### config.mk
export PLATFORM = sky130hd
export DESIGN_NAME = blend_cmd_sequencer
export DESIGN_NICKNAME = d
export VERILOG_FILES = /design/src/rtl/blend_pkg.sv /design/src/rtl/blend_cmd_sequencer.sv
export SDC_FILE = /design/constraint.sdc
export NUM_CORES = 1
export LEC_CHECK = 0
export CORE_UTILIZATION = 63
export DETAILED_ROUTE_END_ITERATION = 10
export DONT_BUFFER_PORTS = 1
export GPL_ROUTABILITY_DRIVEN = 0
export HOLD_SLACK_MARGIN = 0.12
export PLACE_DENSITY = 0.79
export SLEW_MARGIN = 20
export SYNTH_ARGS = -nofsm -noshare
export SYNTH_HDL_FRONTEND = slang
export SYNTH_SLANG_ARGS = --single-unit
### constraint.sdc
create_clock -name clk -period 2.7 [get_ports clk]
set_input_delay 0.81 -clock clk [delete_from_list [all_inputs] [get_ports clk]]
set_output_delay 0.81 -clock clk [all_outputs]
set_load 0.05 [all_outputs]
### src/rtl/blend_pkg.sv
// -----------------------------------------------------------------------------
// blend_pkg
//   Shared definitions for the blender command path.
//   - OP_* opcodes carried in the top two bits of every command word.
//   - CMD_W: width of the packed command word {op[1:0], a[7:0], b[7:0]}.
//   - blend_state_e: sequencer FSM state encoding.
//   - pack_cmd(): builds a command word from opcode and two data bytes.
// -----------------------------------------------------------------------------
package blend_pkg;

    localparam logic [1:0] OP_PIX    = 2'd0;
    localparam logic [1:0] OP_SHIFT  = 2'd1;
    localparam logic [1:0] OP_WEIGHT = 2'd2;
    localparam logic [1:0] OP_NOP    = 2'd3;

    localparam int CMD_W = 18;

    typedef enum logic [2:0] {
        ST_IDLE   = 3'd0,
        ST_SHIFT  = 3'd1,
        ST_WEIGHT = 3'd2,
        ST_STREAM = 3'd3,
        ST_DONE   = 3'd4
    } blend_state_e;

    function automatic logic [CMD_W-1:0] pack_cmd(input logic [1:0] op,
                                                  input logic [7:0] a,
                                                  input logic [7:0] b);
        return {op, a, b};
    endfunction

endpackage

### src/rtl/blend_cmd_sequencer.sv
// -----------------------------------------------------------------------------
// blend_cmd_sequencer
//   Turns a start request plus two 8-bit pixel streams into the blender's
//   18-bit command words. Per frame: one SHIFT word, one WEIGHT word, then
//   frame_len PIX words; NOP words fill every cycle with nothing to say.
//
// Ports
//   clk, rst            clock, asynchronous active-low reset
//   start               frame start, honoured only in IDLE
//   cfg_shift/w1/w2     frame configuration, latched on accepted start
//   frame_len           pixel pairs per frame, latched on accepted start
//   px1_*/px2_*         pixel streams (valid/ready)
//   packer              registered command word
//   pkt_valid           packer carries a non-NOP word
//   busy                FSM is outside IDLE
//   done                one-cycle pulse when a frame completes
//   pix_count           pixel pairs issued in the current or last frame
//   state_dbg           current FSM state
//
// Handshake: a stream pixel transfers in a cycle where its valid and ready
// are both high at the rising clock edge. Valid must not depend on ready.
// Both readies are driven from one joint term, so the two streams are
// always consumed together or not at all.
// -----------------------------------------------------------------------------
module blend_cmd_sequencer
    import blend_pkg::*;
#(
    parameter int         CNT_W    = 16,
    parameter logic [7:0] NOP_FILL = 8'h00
) (
    input  logic               clk,
    input  logic               rst,
    input  logic               start,
    input  logic [7:0]         cfg_shift,
    input  logic [7:0]         cfg_w1,
    input  logic [7:0]         cfg_w2,
    input  logic [CNT_W-1:0]   frame_len,
    input  logic [7:0]         px1_data,
    input  logic               px1_valid,
    output logic               px1_ready,
    input  logic [7:0]         px2_data,
    input  logic               px2_valid,
    output logic               px2_ready,
    output logic [CMD_W-1:0]   packer,
    output logic               pkt_valid,
    output logic               busy,
    output logic               done,
    output logic [CNT_W-1:0]   pix_count,
    output blend_state_e       state_dbg
);

    localparam logic [CMD_W-1:0] NOP_WORD = {OP_NOP, NOP_FILL, NOP_FILL};

    blend_state_e       state_q, state_d;
    logic [CMD_W-1:0]   packer_q, packer_d;
    logic               pkt_valid_q, pkt_valid_d;
    logic               busy_q, busy_d;
    logic               done_q, done_d;
    logic [CNT_W-1:0]   pix_count_q, pix_count_d;
    logic [CNT_W-1:0]   frame_len_q, frame_len_d;
    logic [7:0]         cfg_shift_q, cfg_shift_d;
    logic [7:0]         cfg_w1_q, cfg_w1_d;
    logic [7:0]         cfg_w2_q, cfg_w2_d;
    logic               pair_fire;

    // Joint handshake: a pair moves only when both pixels are present.
    assign pair_fire = (state_q == ST_STREAM) && px1_valid && px2_valid;
    assign px1_ready = pair_fire;
    assign px2_ready = pair_fire;

    always_comb begin
        state_d     = state_q;
        packer_d    = NOP_WORD;
        pkt_valid_d = 1'b0;
        done_d      = 1'b0;
        pix_count_d = pix_count_q;
        frame_len_d = frame_len_q;
        cfg_shift_d = cfg_shift_q;
        cfg_w1_d    = cfg_w1_q;
        cfg_w2_d    = cfg_w2_q;

        case (state_q)
            ST_IDLE: begin
                if (start) begin
                    cfg_shift_d = cfg_shift;
                    cfg_w1_d    = cfg_w1;
                    cfg_w2_d    = cfg_w2;
                    frame_len_d = frame_len;
                    pix_count_d = '0;
                    state_d     = ST_SHIFT;
                end
            end
            ST_SHIFT: begin
                packer_d    = pack_cmd(OP_SHIFT, cfg_shift_q, 8'h00);
                pkt_valid_d = 1'b1;
                state_d     = ST_WEIGHT;
            end
            ST_WEIGHT: begin
                packer_d    = pack_cmd(OP_WEIGHT, cfg_w1_q, cfg_w2_q);
                pkt_valid_d = 1'b1;
                state_d     = (frame_len_q == '0) ? ST_DONE : ST_STREAM;
            end
            ST_STREAM: begin
                if (pair_fire) begin
                    packer_d    = pack_cmd(OP_PIX, px1_data, px2_data);
                    pkt_valid_d = 1'b1;
                    // Saturate rather than wrap; with frame_len at max the
                    // exit below fires on the same pair anyway.
                    if (pix_count_q != '1) begin
                        pix_count_d = pix_count_q + CNT_W'(1);
                    end
                    // frame_len_q is non-zero here, so the subtraction is safe.
                    if (pix_count_q == frame_len_q - CNT_W'(1)) begin
                        state_d = ST_DONE;
                    end
                end
            end
            ST_DONE: begin
                done_d  = 1'b1;
                state_d = ST_IDLE;
            end
            default: begin
                state_d = ST_IDLE;
            end
        endcase

        busy_d = (state_d != ST_IDLE);
    end

    always_ff @(posedge clk or negedge rst) begin
        if (!rst) begin
            state_q     <= ST_IDLE;
            packer_q    <= NOP_WORD;
            pkt_valid_q <= 1'b0;
            busy_q      <= 1'b0;
            done_q      <= 1'b0;
            pix_count_q <= '0;
            frame_len_q <= '0;
            cfg_shift_q <= '0;
            cfg_w1_q    <= '0;
            cfg_w2_q    <= '0;
        end else begin
            state_q     <= state_d;
            packer_q    <= packer_d;
            pkt_valid_q <= pkt_valid_d;
            busy_q      <= busy_d;
            done_q      <= done_d;
            pix_count_q <= pix_count_d;
            frame_len_q <= frame_len_d;
            cfg_shift_q <= cfg_shift_d;
            cfg_w1_q    <= cfg_w1_d;
            cfg_w2_q    <= cfg_w2_d;
        end
    end

    assign packer    = packer_q;
    assign pkt_valid = pkt_valid_q;
    assign busy      = busy_q;
    assign done      = done_q;
    assign pix_count = pix_count_q;
    assign state_dbg = state_q;

endmodule
# After elaboration in Yosys (flattened, before gate mapping)
# Index checks and enable logic that the tools add are counted.
# op_classes
shift	0
n_div	0
order_cmp	0
reduce_logical	9
addsub	2
multipliers	0
n_mux	14
eq_ne	9
bitwise	0
# ops
cell	n
18-bit case mux with 3 select lines	1
16-bit 2-to-1 mux	3
16-bit case mux with 2 select lines	1
18-bit 2-to-1 mux	1
16-bit by 1-bit adder with 16-bit output, second input constant	1
16-bit equality test	1
16-bit zero test	1
16-bit != test, second input constant	1
16-bit by 1-bit subtractor with 16-bit output, second input constant	1
3-bit 2-to-1 mux	4
3-bit case mux with 4 select lines	1
3-bit by 2-bit equality test with 1-bit output, second input constant	2
2-bit != test, second input constant	2
4-bit AND reduction	1
3-bit by 1-bit equality test with 1-bit output, second input constant	1
3-bit equality test, second input constant	1
3-bit zero test	1
3-bit nonzero test	1
1-bit logical AND	2
1-bit 2-to-1 mux	2
2-bit by 1-bit != test with 1-bit output, second input constant	1
1-bit case mux with 2 select lines	1
2-bit AND reduction	1
2-bit nonzero test	1
2-bit OR reduction	1
# word_totals
ramBits	0
romBits	0
latchBits	0
inputBits	61
word_cells	44
output_inout_bits	42
memories	0
ff_bits	80

# Logic depth before layout (Yosys ltp)
# logic_depth
depth_word	6
ltp_mapped	9
depth_no_buf	8

# Worst setup path after synthesis
# No wires, ideal clock.
# synth_timing
path_kind	register to output
start	register state_q[1] (netlist: state_dbg[1])
end	output port px2_ready
slack_ns	-0.516
path_buffers	4
stages_incl_launch_ff	7
arrival_time_ns	2.406
required_ns	1.890
cell_sequence	dfrtp_1 > buf_2 > nand3b_1 > nor2_1 > clkbuf_1 > clkbuf_1 > buf_4
# synth_between
elab_chain_cells	3
# synth_rtl
element	line_no	source
from (decl)	blend_cmd_sequencer.sv:54	blend_state_e state_q, state_d;
from (signal assigned)	blend_cmd_sequencer.sv:143	state_q <= state_d;
3-bit by 2-bit equality test with 1-bit output	blend_cmd_sequencer.sv:67	assign pair_fire = (state_q == ST_STREAM) && px1_valid && px2_valid;
1-bit logical AND (2 in a row)	blend_cmd_sequencer.sv:67	
to (decl)	blend_cmd_sequencer.sv:43	output logic px2_ready,
# Every way passes these cells.

# Final worst setup path
# Ends and elaborated chain as after synthesis.

==> summary by stage <==
Outcome
The flow ran to the end, and the final reports show no timing, DRC or antenna violations.

Global routing
The first global-routing pass estimated roughly 14 mm of wire. Global routing used ~28% of the available tracks across all layers. Entering global routing, the biggest net connects 81 pins. Summed over all layers, the global routing overflow is 0.

The number of global-route vias before repair is around 2,800. The initial antenna violation count is 0.

Worst setup path
Data arrives at the worst endpoint at approximately 1.7 ns. Along the worst path, the maximum fanout reaches 11. The terminus of the critical flop-to-flop path is state_dbg[0]. The most frequent cell on the critical path is sky130_fd_sc_hd__buf_4. The register-to-register setup slack is roughly 0.20 ns. The worst register-to-register path has a depth of 6. In this design, the stage delay of the slowest critical-path cell is 0.36 ns.

The type of the worst setup path is register to primary output. The type of element launching the critical path is a register. The signal on the critical path passes through buf_4, nand3b_1, nor2_4, buf_4. STA classifies the critical path endpoint as a primary output.

In this run the critical register-to-register path is launched from frame_len_q[6]. Data on the critical path is required at its endpoint by 1.89 ns. For this design, the slowest cell found on the critical path is sky130_fd_sc_hd__dfrtp_2.

Timing
The measured slew at the worst slew-check pin is between 0.7 and 0.8 ns. The max-slew violation total from the final report is 0. The relative slew slack is 46.52%. Across all hold checks on the routed design, the worst slack comes to 0.1439 ns. The fmax is 392.9 MHz. The shortest clock period the worst path allows after layout is about 2.5 ns. Setup repair after global routing left no endpoint under its margin. The clock skew is 0.009772 ns.

Setup violations remaining at the end of the flow were counted as 0. The count of final hold-check violations is 0. The total negative slack is 0 ns. After layout, the worst path uses around 94% of the clock period.

Power and ir drop
The overall power is approximately 5200 uW. The leakage component of the power is roughly 0.0021 uW. The total power per unit cell area is about 1200 nW/um2. The peak supply drop is 0.8863 mV.

Placed design
The wire-length estimate of the detail-placed layout is roughly 6.2 mm. Including well taps, the total number of placed cells is 496. The count of input and output buffers is 0.

Yosys
The netlist area before placement is a little under 4000 um2. Among all flip-flop cells after synthesis, the most frequent one is sky130_fd_sc_hd__dfrtp_1. By area the synthesized netlist is led by sky130_fd_sc_hd__dfrtp_1 50%, sky130_fd_sc_hd__nand2_1 12%, sky130_fd_sc_hd__xnor2_1 3.4%. Ranked by instance count, the synthesized netlist is headed by 126 x sky130_fd_sc_hd__nand2_1, 78 x sky130_fd_sc_hd__dfrtp_1, 21 x sky130_fd_sc_hd__nor2_1. Among all cell types in the netlist, the one instantiated most often is sky130_fd_sc_hd__nand2_1.

The synthesized design devotes to its leading area cell type between 40% and 50% of total area. The average footprint of a synthesized cell is 9.350 um2. The net count of the mapped netlist is approximately 480. The number of register bits inferred by synthesis is 80.

Synthesis instantiated 52 different standard cells from the library. The number of standard cells after synthesis is ~420. The library cell with the largest summed area after synthesis is sky130_fd_sc_hd__dfrtp_1. Summing the sequential cell areas from Yosys gives about half of the chip area.

The count of flip-flops with a built-in enable after synthesis is 0. Yosys printed 0 warnings. After synthesis, the share of flip-flops with an asynchronous set or reset is 100.0%.

Final layout
In the final layout, the share of cells above drive strength 1 is a little over an eighth. The utilization of the core after routing is 72.63%. The filler cell count in the final layout is about 450. Excluding fillers, the count of instances in the completed layout stands at around 510. From synthesis to final layout, the design area changed by 10.41%.

The net total in the final layout is 495. The number of antenna diodes in the final layout is 0.

Detailed routing
In this run, the number of DRC markers left after iteration 0 of detailed routing was 218. Dividing the detail-routed via count by the number of cells gives 6.047. The first TritonRoute pass finished after 5 iterations. The detailed-route wire length is between 8 and 9 mm. The count of nets left with antenna violations once routing finished came out at 0.

The average routed wire per standard cell is ~17 um. For this block, the via count after detailed routing is 3,090. After detailed routing, the number of remaining DRC violations is 0.

CTS
The total CTS buffers is 9. CTS saw 80 sinks. The latest clock arrival within the worst-skew pair is roughly 0.35 ns. The clock input transition at the sequential cells of the worst setup and hold paths is 0.08 ns. The number of hold buffers added after CTS is 0. The maximum level of the CTS H-tree is 3. The quantity of gates resized following cts is 0. The post-CTS setup buffer count is 0. The clock passes through at most 2 buffers. The CTS tree is done. The cell at the root of the clock tree is sky130_fd_sc_hd__clkbuf_8.

Floorplanning
The floorplan step set the die width to 80.86 um. In this run the count of I/O pins placed on the die edge is 103. The overall die area is 6538 um2. The core box area is 5956 um2. The number of rows in the core area is 28. The initial standard-cell utilization of the core is 65.78%.

The die is around 80 um tall.

Worst hold path
The classification of the worst-slack hold path is input port to asynchronous set/reset pin.

Job
The max-cap check violation count is 0.
==> layout make-up <==
class,count,area (um2),share of cell area (%)
Clock buffer,11,141.4,3.269
Inverter,14,52.55,1.215
Clock inverter,4,53.80,1.244
Sequential cell,80,2007,46.40
Timing Repair Buffer,28,222.7,5.149
Multi-Input combinational cell,299,1754,40.56
Tap cell,75,93.84,2.170
==> how the worst max path moves through the flow <==
stage | start | to | slack (ns)
3_5_place_dp | start | pix_count[9] | 0.20
6_report | state_dbg[1] | px2_ready | 0.15
2_1_floorplan | state_dbg[2] | px2_ready | 0.05
3_3_place_gp | start | pix_count[9] | 0.24
4_1_cts | state_dbg[1] | px2_ready | 0.16
5_1_grt | state_dbg[1] | px2_ready | 0.1
==> per-stage QoR <==
step | setup WS (ns) | area, um2
floorplan | 0.04966 | 3930
global placement | 0.2432 | 4130
detailed placement | 0.2041 | 4130
CTS | 0.1605 | 4325
global route | 0.09539 | 4325
finish | 0.1548 | 4325
==> report_power, final <==
part	total, uW	switching, uW	internal (uW)
registers	2500	832	1670
clock network	878	427	451
logic	1810	1130	678
==> sequential cells by signal, summed over array words and instances (netlist names) <==
signal       flops
cfg_w2_q         8
state_dbg        3
cfg_shift_q      8
cfg_w1_q         8
packer          18
pix_count       16
frame_len_q     16
busy             1
pkt_valid        1
done             1
==> metal layers <==
metal,track usage [%],up-vias,routed length (um)
met5,0,-,0
met4,11.07,0,184
met3,5.730,21,609
met2,43.03,130,4338
met1,40.30,1494,3801
li1,-,1445,-
==> placed cells by master, fill, tap and decap left out, types with 3 or more instances in the layout <==
cell type,n
sky130_fd_sc_hd__and3_1,5
sky130_fd_sc_hd__inv_1,14
sky130_fd_sc_hd__and4_1,4
sky130_fd_sc_hd__nor2_1,20
sky130_fd_sc_hd__xnor2_1,15
sky130_fd_sc_hd__clkbuf_8,10
sky130_fd_sc_hd__dfrtp_1,76
sky130_fd_sc_hd__a222oi_1,8
sky130_fd_sc_hd__nand3_1,11
sky130_fd_sc_hd__a21oi_1,4
sky130_fd_sc_hd__and2_1,3
sky130_fd_sc_hd__o21ai_0,11
sky130_fd_sc_hd__nand2b_1,8
sky130_fd_sc_hd__a22o_1,9
sky130_fd_sc_hd__nor3_1,7
sky130_fd_sc_hd__xor2_1,15
sky130_fd_sc_hd__buf_4,27
sky130_fd_sc_hd__nand4_1,9
sky130_fd_sc_hd__nand2_1,126
sky130_fd_sc_hd__nand3b_1,3
sky130_fd_sc_hd__nor3b_1,4
==> worst max-delay path: cells and delay by family (launching register included) <==
| kind | cells | cell delay (ns) |
|---|---|---|
| buffers and inverters | 2 | 0.59 |
| and+or+nand+nor | 2 | 0.44 |
| DFF | 1 | 0.36 |
==> kinds of logic after synthesis <==
kind of cell	count (synthesis)	share of synthesized area [%]
AOI/OAI and AO/OA	52	10.96
DFF	80	51.17
adders and majority gates	2	0.6387
buffers and inverters	40	4.535
xor gates and xnor gates	30	6.707
and+or+nand+nor	215	26.00
Power figures use the tool's default switching activity.
